File: src/rtl/cushion_collision_ctrl.sv
`default_nettype none
// ============================================================================
// Module      : cushion_collision_ctrl
// Description : Per-frame cushion bounce resolver. It sits directly upstream
//               of the ball motion block and works in three steps:
//               - Collects per-pixel cushion overlap flags over a frame.
//               - At frame start, checks the overlap against the current ball
//                 velocity and computes damped reflected velocities.
//               - Issues them with a one-cycle write strobe, then ignores
//                 COOLDOWN_FRAMES frames so that a ball still overlapping the
//                 cushion does not bounce twice.
// Ports       : clk                  system clock
//               resetN               asynchronous active-low reset
//               startOfFrame         one-cycle frame strobe
//               collisionLeft/Right/Top/Bottom
//                                    ball pixel overlaps that cushion
//               ballVelocityX/Y      current signed velocity (11 bit)
//               velocityWriteEnable  one-cycle load strobe to motion block
//               outVelocityX/Y       velocity to load (11 bit signed)
//               bounceCount          total bounces issued, wraps at 255
// Revision    : 1.0 - initial release
// ============================================================================
module cushion_collision_ctrl #(
    parameter int RESTITUTION_NUM = 14,
    parameter int MIN_SPEED       = 4,
    parameter int COOLDOWN_FRAMES = 2
) (
    input  logic               clk,
    input  logic               resetN,
    input  logic               startOfFrame,
    input  logic               collisionLeft,
    input  logic               collisionRight,
    input  logic               collisionTop,
    input  logic               collisionBottom,
    input  logic signed [10:0] ballVelocityX,
    input  logic signed [10:0] ballVelocityY,
    output logic               velocityWriteEnable,
    output logic signed [10:0] outVelocityX,
    output logic signed [10:0] outVelocityY,
    output logic [7:0]         bounceCount
);

    localparam int C_CW = $clog2(COOLDOWN_FRAMES + 2);

    typedef enum logic [1:0] {
        S_IDLE     = 2'd0,
        S_EVAL     = 2'd1,
        S_WRITE    = 2'd2,
        S_COOLDOWN = 2'd3
    } state_t;

    state_t          r_state;
    state_t          w_next_state;
    logic [3:0]      r_acc;       // {left, right, top, bottom}
    logic [3:0]      w_acc_next;
    logic [3:0]      r_snap;
    logic [C_CW-1:0] r_cnt;
    logic [3:0]      w_flags;
    logic            w_qual_x;
    logic            w_qual_y;

    assign w_flags = {collisionLeft, collisionRight, collisionTop, collisionBottom};

    // An axis only bounces when the ball is moving into the flagged cushion;
    // with both opposite sides flagged the velocity sign picks the side.
    assign w_qual_x = (r_snap[3] & ballVelocityX[10]) |
                      (r_snap[2] & ~ballVelocityX[10] & (|ballVelocityX));
    assign w_qual_y = (r_snap[1] & ballVelocityY[10]) |
                      (r_snap[0] & ~ballVelocityY[10] & (|ballVelocityY));

    // Damped reflection. The magnitude is taken as unsigned so that -1024
    // becomes 1024 rather than overflowing.
    function automatic logic signed [10:0] reflect(input logic signed [10:0] v);
        logic [10:0] a;
        logic [14:0] p;
        logic [10:0] m;
        a = v[10] ? (11'd0 - $unsigned(v)) : $unsigned(v);
        p = 15'(a) * 15'(RESTITUTION_NUM);
        m = 11'(p >> 4);
        if (m > 11'd1023)
            m = 11'd1023;
        if (m < 11'(MIN_SPEED))
            m = 11'd0;
        return v[10] ? $signed(m) : $signed(11'd0 - m);
    endfunction

    always_ff @(posedge clk or negedge resetN) begin
        if (!resetN)
            r_state <= S_IDLE;
        else
            r_state <= w_next_state;
    end

    always_comb begin
        w_next_state        = r_state;
        w_acc_next          = r_acc | w_flags;
        velocityWriteEnable = 1'b0;
        case (r_state)
            S_IDLE: begin
                if (startOfFrame) begin
                    w_next_state = S_EVAL;
                    w_acc_next   = 4'd0;
                end
            end
            S_EVAL: begin
                w_next_state = (w_qual_x | w_qual_y) ? S_WRITE : S_IDLE;
            end
            S_WRITE: begin
                velocityWriteEnable = 1'b1;
                w_next_state = (COOLDOWN_FRAMES == 0) ? S_IDLE : S_COOLDOWN;
            end
            S_COOLDOWN: begin
                // Overlaps seen while cooling down belong to the bounce already
                // issued, so they are discarded.
                w_acc_next = 4'd0;
                if (startOfFrame && r_cnt == C_CW'(1))
                    w_next_state = S_IDLE;
            end
            default: w_next_state = S_IDLE;
        endcase
    end

    always_ff @(posedge clk or negedge resetN) begin
        if (!resetN) begin
            r_acc        <= 4'd0;
            r_snap       <= 4'd0;
            r_cnt        <= '0;
            outVelocityX <= 11'sd0;
            outVelocityY <= 11'sd0;
            bounceCount  <= 8'd0;
        end else begin
            r_acc <= w_acc_next;
            // A collision on the strobe cycle itself belongs to the closing frame.
            if (r_state == S_IDLE && startOfFrame)
                r_snap <= r_acc | w_flags;
            // Velocity is sampled one cycle after the strobe so the motion
            // block's frame update is already reflected in it.
            if (r_state == S_EVAL && (w_qual_x | w_qual_y)) begin
                outVelocityX <= w_qual_x ? reflect(ballVelocityX) : ballVelocityX;
                outVelocityY <= w_qual_y ? reflect(ballVelocityY) : ballVelocityY;
            end
            if (r_state == S_WRITE) begin
                bounceCount <= bounceCount + 8'd1;
                r_cnt       <= C_CW'(COOLDOWN_FRAMES);
            end
            if (r_state == S_COOLDOWN && startOfFrame)
                r_cnt <= r_cnt - C_CW'(1);
        end
    end

endmodule
`default_nettype wire

File: config.mk
export PLATFORM = sky130hd
export DESIGN_NAME = cushion_collision_ctrl
export DESIGN_NICKNAME = d
export VERILOG_FILES = /design/src/rtl/cushion_collision_ctrl.sv
export SDC_FILE = /design/constraint.sdc
export NUM_CORES = 1
export LEC_CHECK = 0
export ABC_AREA = 1
export BUFFER_PORTS_ARGS = -buffer_cell sky130_fd_sc_hd__buf_2
export CAP_MARGIN = 20
export CORE_ASPECT_RATIO = 1.4
export CORE_UTILIZATION = 40
export CTS_BUF_LIST = sky130_fd_sc_hd__clkbuf_8
export CTS_CLUSTER_DIAMETER = 40
export DETAILED_ROUTE_END_ITERATION = 16
export PLACE_DENSITY = 0.68
export SYNTH_ARGS = -nofsm -noshare
export SYNTH_HDL_FRONTEND = slang
export SYNTH_SLANG_ARGS = --single-unit
export TNS_END_PERCENT = 30
File: constraint.sdc
create_clock -name clk -period 1.6 [get_ports clk]
set_input_delay 0.08 -clock clk [delete_from_list [all_inputs] [get_ports clk]]
set_output_delay 0.08 -clock clk [all_outputs]
set_load 0.05 [all_outputs]
==> impl_results.md <==
* Final Hold Viols at 0
* GPL Wtd Cong at between 0.9 and 1
* Power density over the cells at between 1500 and 2000 mW/mm2
* Met3 Usage GRT at approximately 2.4%
* Hold WS at between 20 and 25 ps
* Root Buffer: clkbuf_8
* Post-Syn Nets at approximately 800
* Detailed Route Iter0 Violations at between 150 and 200
* Die X-Extent at roughly 95 um
* CTS Sinks at 42
* Area grow syn2layout at 64.1%
* Adder-cell share of the synthesized area at between 10% and 20%
* Power Internal at about 0.0066 W
* Initial Util at around two fifths
* Core Region at 0.0118 mm2
* CP arrival at ~3900 ps
* Avg Synthesized Cell Area at between 6 and 7 um2
* CP most frequent cell: nand2_1
* Rel. slew slack at about 63%
* Sequential share of power at approximately 14%
* Clk Latency, worst-skew pair at 300 ps
* GR Util met2 at between 50% and 60%
* WS Path Type: in -> reg
* Ant. Diodes at 0
* Synth unique cells at between 40 and 50
* RSZ-0062 raised after global routing: yes
* Number of remaining DRC errors at 0
* Vias at between 5k and 6k
* GRT Util Overall at between 20% and 30%
* Layout Nets at roughly 1.1k
* NetSw at between 0.006 and 0.007 W
* Busiest grt layer: met2
* Number of synthesized register bits at 42
* HP Class: in -> reg
* Area of the multi-input gates at 0.00425 mm2
* H-tree Lvls at 2
* Outcome: finished with violations
* Yosys warning count at 0
* Clock buffer count from CTS at 5
* Simple-gate share of the synthesized area at 35.2%
* Compound-Gate Fraction of Synth Area at between 10% and 20%
* Clk slew on worst S/H paths at ~90 ps
* CTS tree: yes
* XOR/XNOR Fraction of Synth Area at around 8.7%
* Critical Path Max Stage Delay at between 300 and 400 ps
* Layout cells sized above 1 at 46.4%
* Initial antenna violation count at 0
* Min-Delay Startpoint: collisionBottom
* Clk network pwr share at about 5.2%
* Net switching fraction of the power at between 50% and 60%
* Average wire per standard cell at 14.5 um
* Failing checks: negative setup slack
* FF+latch area at around 0.0011 mm2
* Max_cap viols at 0
* Post-route ant nets at 0
* CP Data Required Time at 1800 ps
* Seq/Total Area, Yosys at between 20 and 25%
* Pre-CTS worst setup slack at -2530 ps
* Largest family of logic cells by synthesized area: simple AND/OR/NAND/NOR gates
* Vias per cell at approximately 5.1
* Crit-path max FO at 5
* Tmin final at 3690 ps
* DP HPWL at between 10000 and 15000 um
* Vias in the first global route at between 6k and 7k
* Leakage power at slightly above 4 nW
* Synthesized instance count at between 700 and 800
* Count of final setup violators at 23
* Worst setup margin at -2090 ps
* Worst-Margin Slew at 548 ps
* Max Fclk at between 200 and 300 MHz
* Synth Cell Area at between 0.004 and 0.005 mm2
* Peak supply drop at approximately 0.001 V
* Port Buf Inserts at 59
* Fillers at 958
* Die H at between 100 and 150 um
* GR Overflow Total at 0
* I/O pins at 60
* Routed Wire Length at around 16000 um
* Comb pwr share at 80.9%
* Type of origin of the critical path: input port
* First-pass GRT wire length at 26300 um
* Max Buffers Root-to-Sink at 2
* Die ar. at between 0.01 and 0.015 mm2
* Crit. End Element: register
* Met1 usage in global routing at 25.4%
* Worst r2r src: r_snap[2]
* CP startpoint: ballVelocityX[0]
* Drt pass-1 iters at 6
* Site Rows at 47
* Multiplexer area fraction after synthesis at 0%
* Clock Skew at around 15 ps
* CP max stage cell: ha_4
* Final slew viol count at 0
* Final period util at 231%
* Largest net degree at the start of global routing at 24
-- worst paths after layout --
kind                                   endpoint  slack [ps]  cells past startpoint
worst min register to register  outVelocityX[9]         480                      2
max in group asynchronous       outVelocityY[7]         780                      3
min in group asynchronous        bounceCount[2]         300                      2
worst max register to register  outVelocityY[0]         -90                      8
worst max-delay path            outVelocityX[8]       -2090                     31
worst min-delay path                   r_acc[0]          20                      3
-- cell usage in the layout, fill, tap and decap left out, types with 13 or more instances in the layout --
| cell | synthesis | routed |
|---|---|---|
| dfrtp_1 | 42 | 42 |
| buf_4 | 1 | 202 |
| ha_4 | 0 | 22 |
| xor2_1 | 35 | 22 |
| nor2_1 | 66 | 47 |
| ha_1 | 46 | 21 |
| a21oi_1 | 47 | 35 |
| buf_2 | 2 | 53 |
| inv_1 | 77 | 66 |
| inv_2 | 10 | 13 |
| nand3_1 | 50 | 40 |
| o21ai_0 | 26 | 15 |
| nor2_2 | 6 | 21 |
| nand3_2 | 6 | 13 |
| nand2_1 | 193 | 174 |
| nand2_2 | 10 | 23 |
| a21o_1 | 17 | 17 |
-- cells by family after synthesis --
group / after synthesis
DFF: 42
and+or+nand+nor: 368
buffers and inverters: 101
AOI/OAI and AO/OA: 114
xor gates and xnor gates: 47
adders and majority gates: 48
-- cell usage after synthesis (all sizes together) --
master | number | area (um2)
nand2 | 208 | 852
o21a | 1 | 7.51
o211ai | 7 | 52.6
ha | 46 | 576
clkbuf | 8 | 30.0
xnor2 | 12 | 113
dfrtp | 42 | 1050
inv | 87 | 327
nor3 | 4 | 30.0
a21o | 17 | 128
nand3b | 5 | 37.5
or2 | 5 | 31.3
clkinv | 3 | 11.3
a31oi | 1 | 6.26
nor4 | 2 | 12.5
nand3 | 56 | 310
o31ai | 2 | 15.0
nor2 | 76 | 330
fa | 2 | 40.0
buf | 3 | 17.5
a21boi | 2 | 15.0
a21oi | 49 | 260
nand4 | 12 | 96.3
xor2 | 35 | 307
o21ai | 35 | 179
-- metrics by stage --
stage | util (%) | TNS (ps) | instance area, um2 | std cells | total power (W)
2_1_floorplan | - | -37280 | 5320 | 720 | 0.00768
3_3_place_gp | 60.1 | -47600 | 7110 | 1094 | 0.0111
3_5_place_dp | 60.1 | -50110 | 7110 | 1094 | 0.0113
4_1_cts | 64.1 | -38990 | 7580 | 1118 | 0.0125
5_1_grt | 67.1 | -45450 | 7930 | 1132 | 0.0144
6_report | 67.1 | -40150 | 7930 | 1132 | 0.0133
-- cell type report --
type	count	area share, %
Clock buffer	5	0.867
Clock inverter	3	0.221
Inverter	90	5.08
Multi-Input combinational cell	577	53.6
Sequential cell	42	13.2
Tap cell	147	2.32
Timing Repair Buffer	268	24.7
-- flip-flops by register name (all words and copies together), names as in the netlist, named ones only --
name / flops
outVelocityY: 11
r_snap: 4
r_acc: 4
r_cnt: 2
bounceCount: 8
r_state: 1
outVelocityX: 11
-- what timing repair did --
item	4_1_cts	5_1_grt
buffers inserted	16	14
gates resized for setup	54	59
endpoints found under the hold margin	21	0
setup endpoints to repair	23	24
hold buffers	1	0
pin swaps	54	53
-- worst max-delay path, delay by kind of cell --
family	cells	cell delay (ps)
adders and majority gates	4	740
xor gates and xnor gates	3	560
AOI/OAI and AO/OA	3	360
buffers and inverters	4	290
and+or+nand+nor	17	1850
-- layer usage --
metal / vias to the layer above / share of wire [%]
met5: - / 0
met4: 0 / 5.7
met3: 68 / 2.8
met2: 153 / 57
met1: 2735 / 35
li1: 2862 / -
-- power by group through the flow --
| stage | registers, W | logic, W | clock network [W] |
|---|---|---|---|
| after floorplan | 0.00292 | 0.00476 | 0 |
| after global placement | 0.00184 | 0.00922 | 0 |
| after detailed placement | 0.00186 | 0.00945 | 0 |
| after CTS | 0.00184 | 0.0100 | 0.000698 |
| after global routing | 0.00191 | 0.0117 | 0.000758 |
| final | 0.00186 | 0.0108 | 0.000687 |
Note: power is estimated with default switching activity, not from simulation.
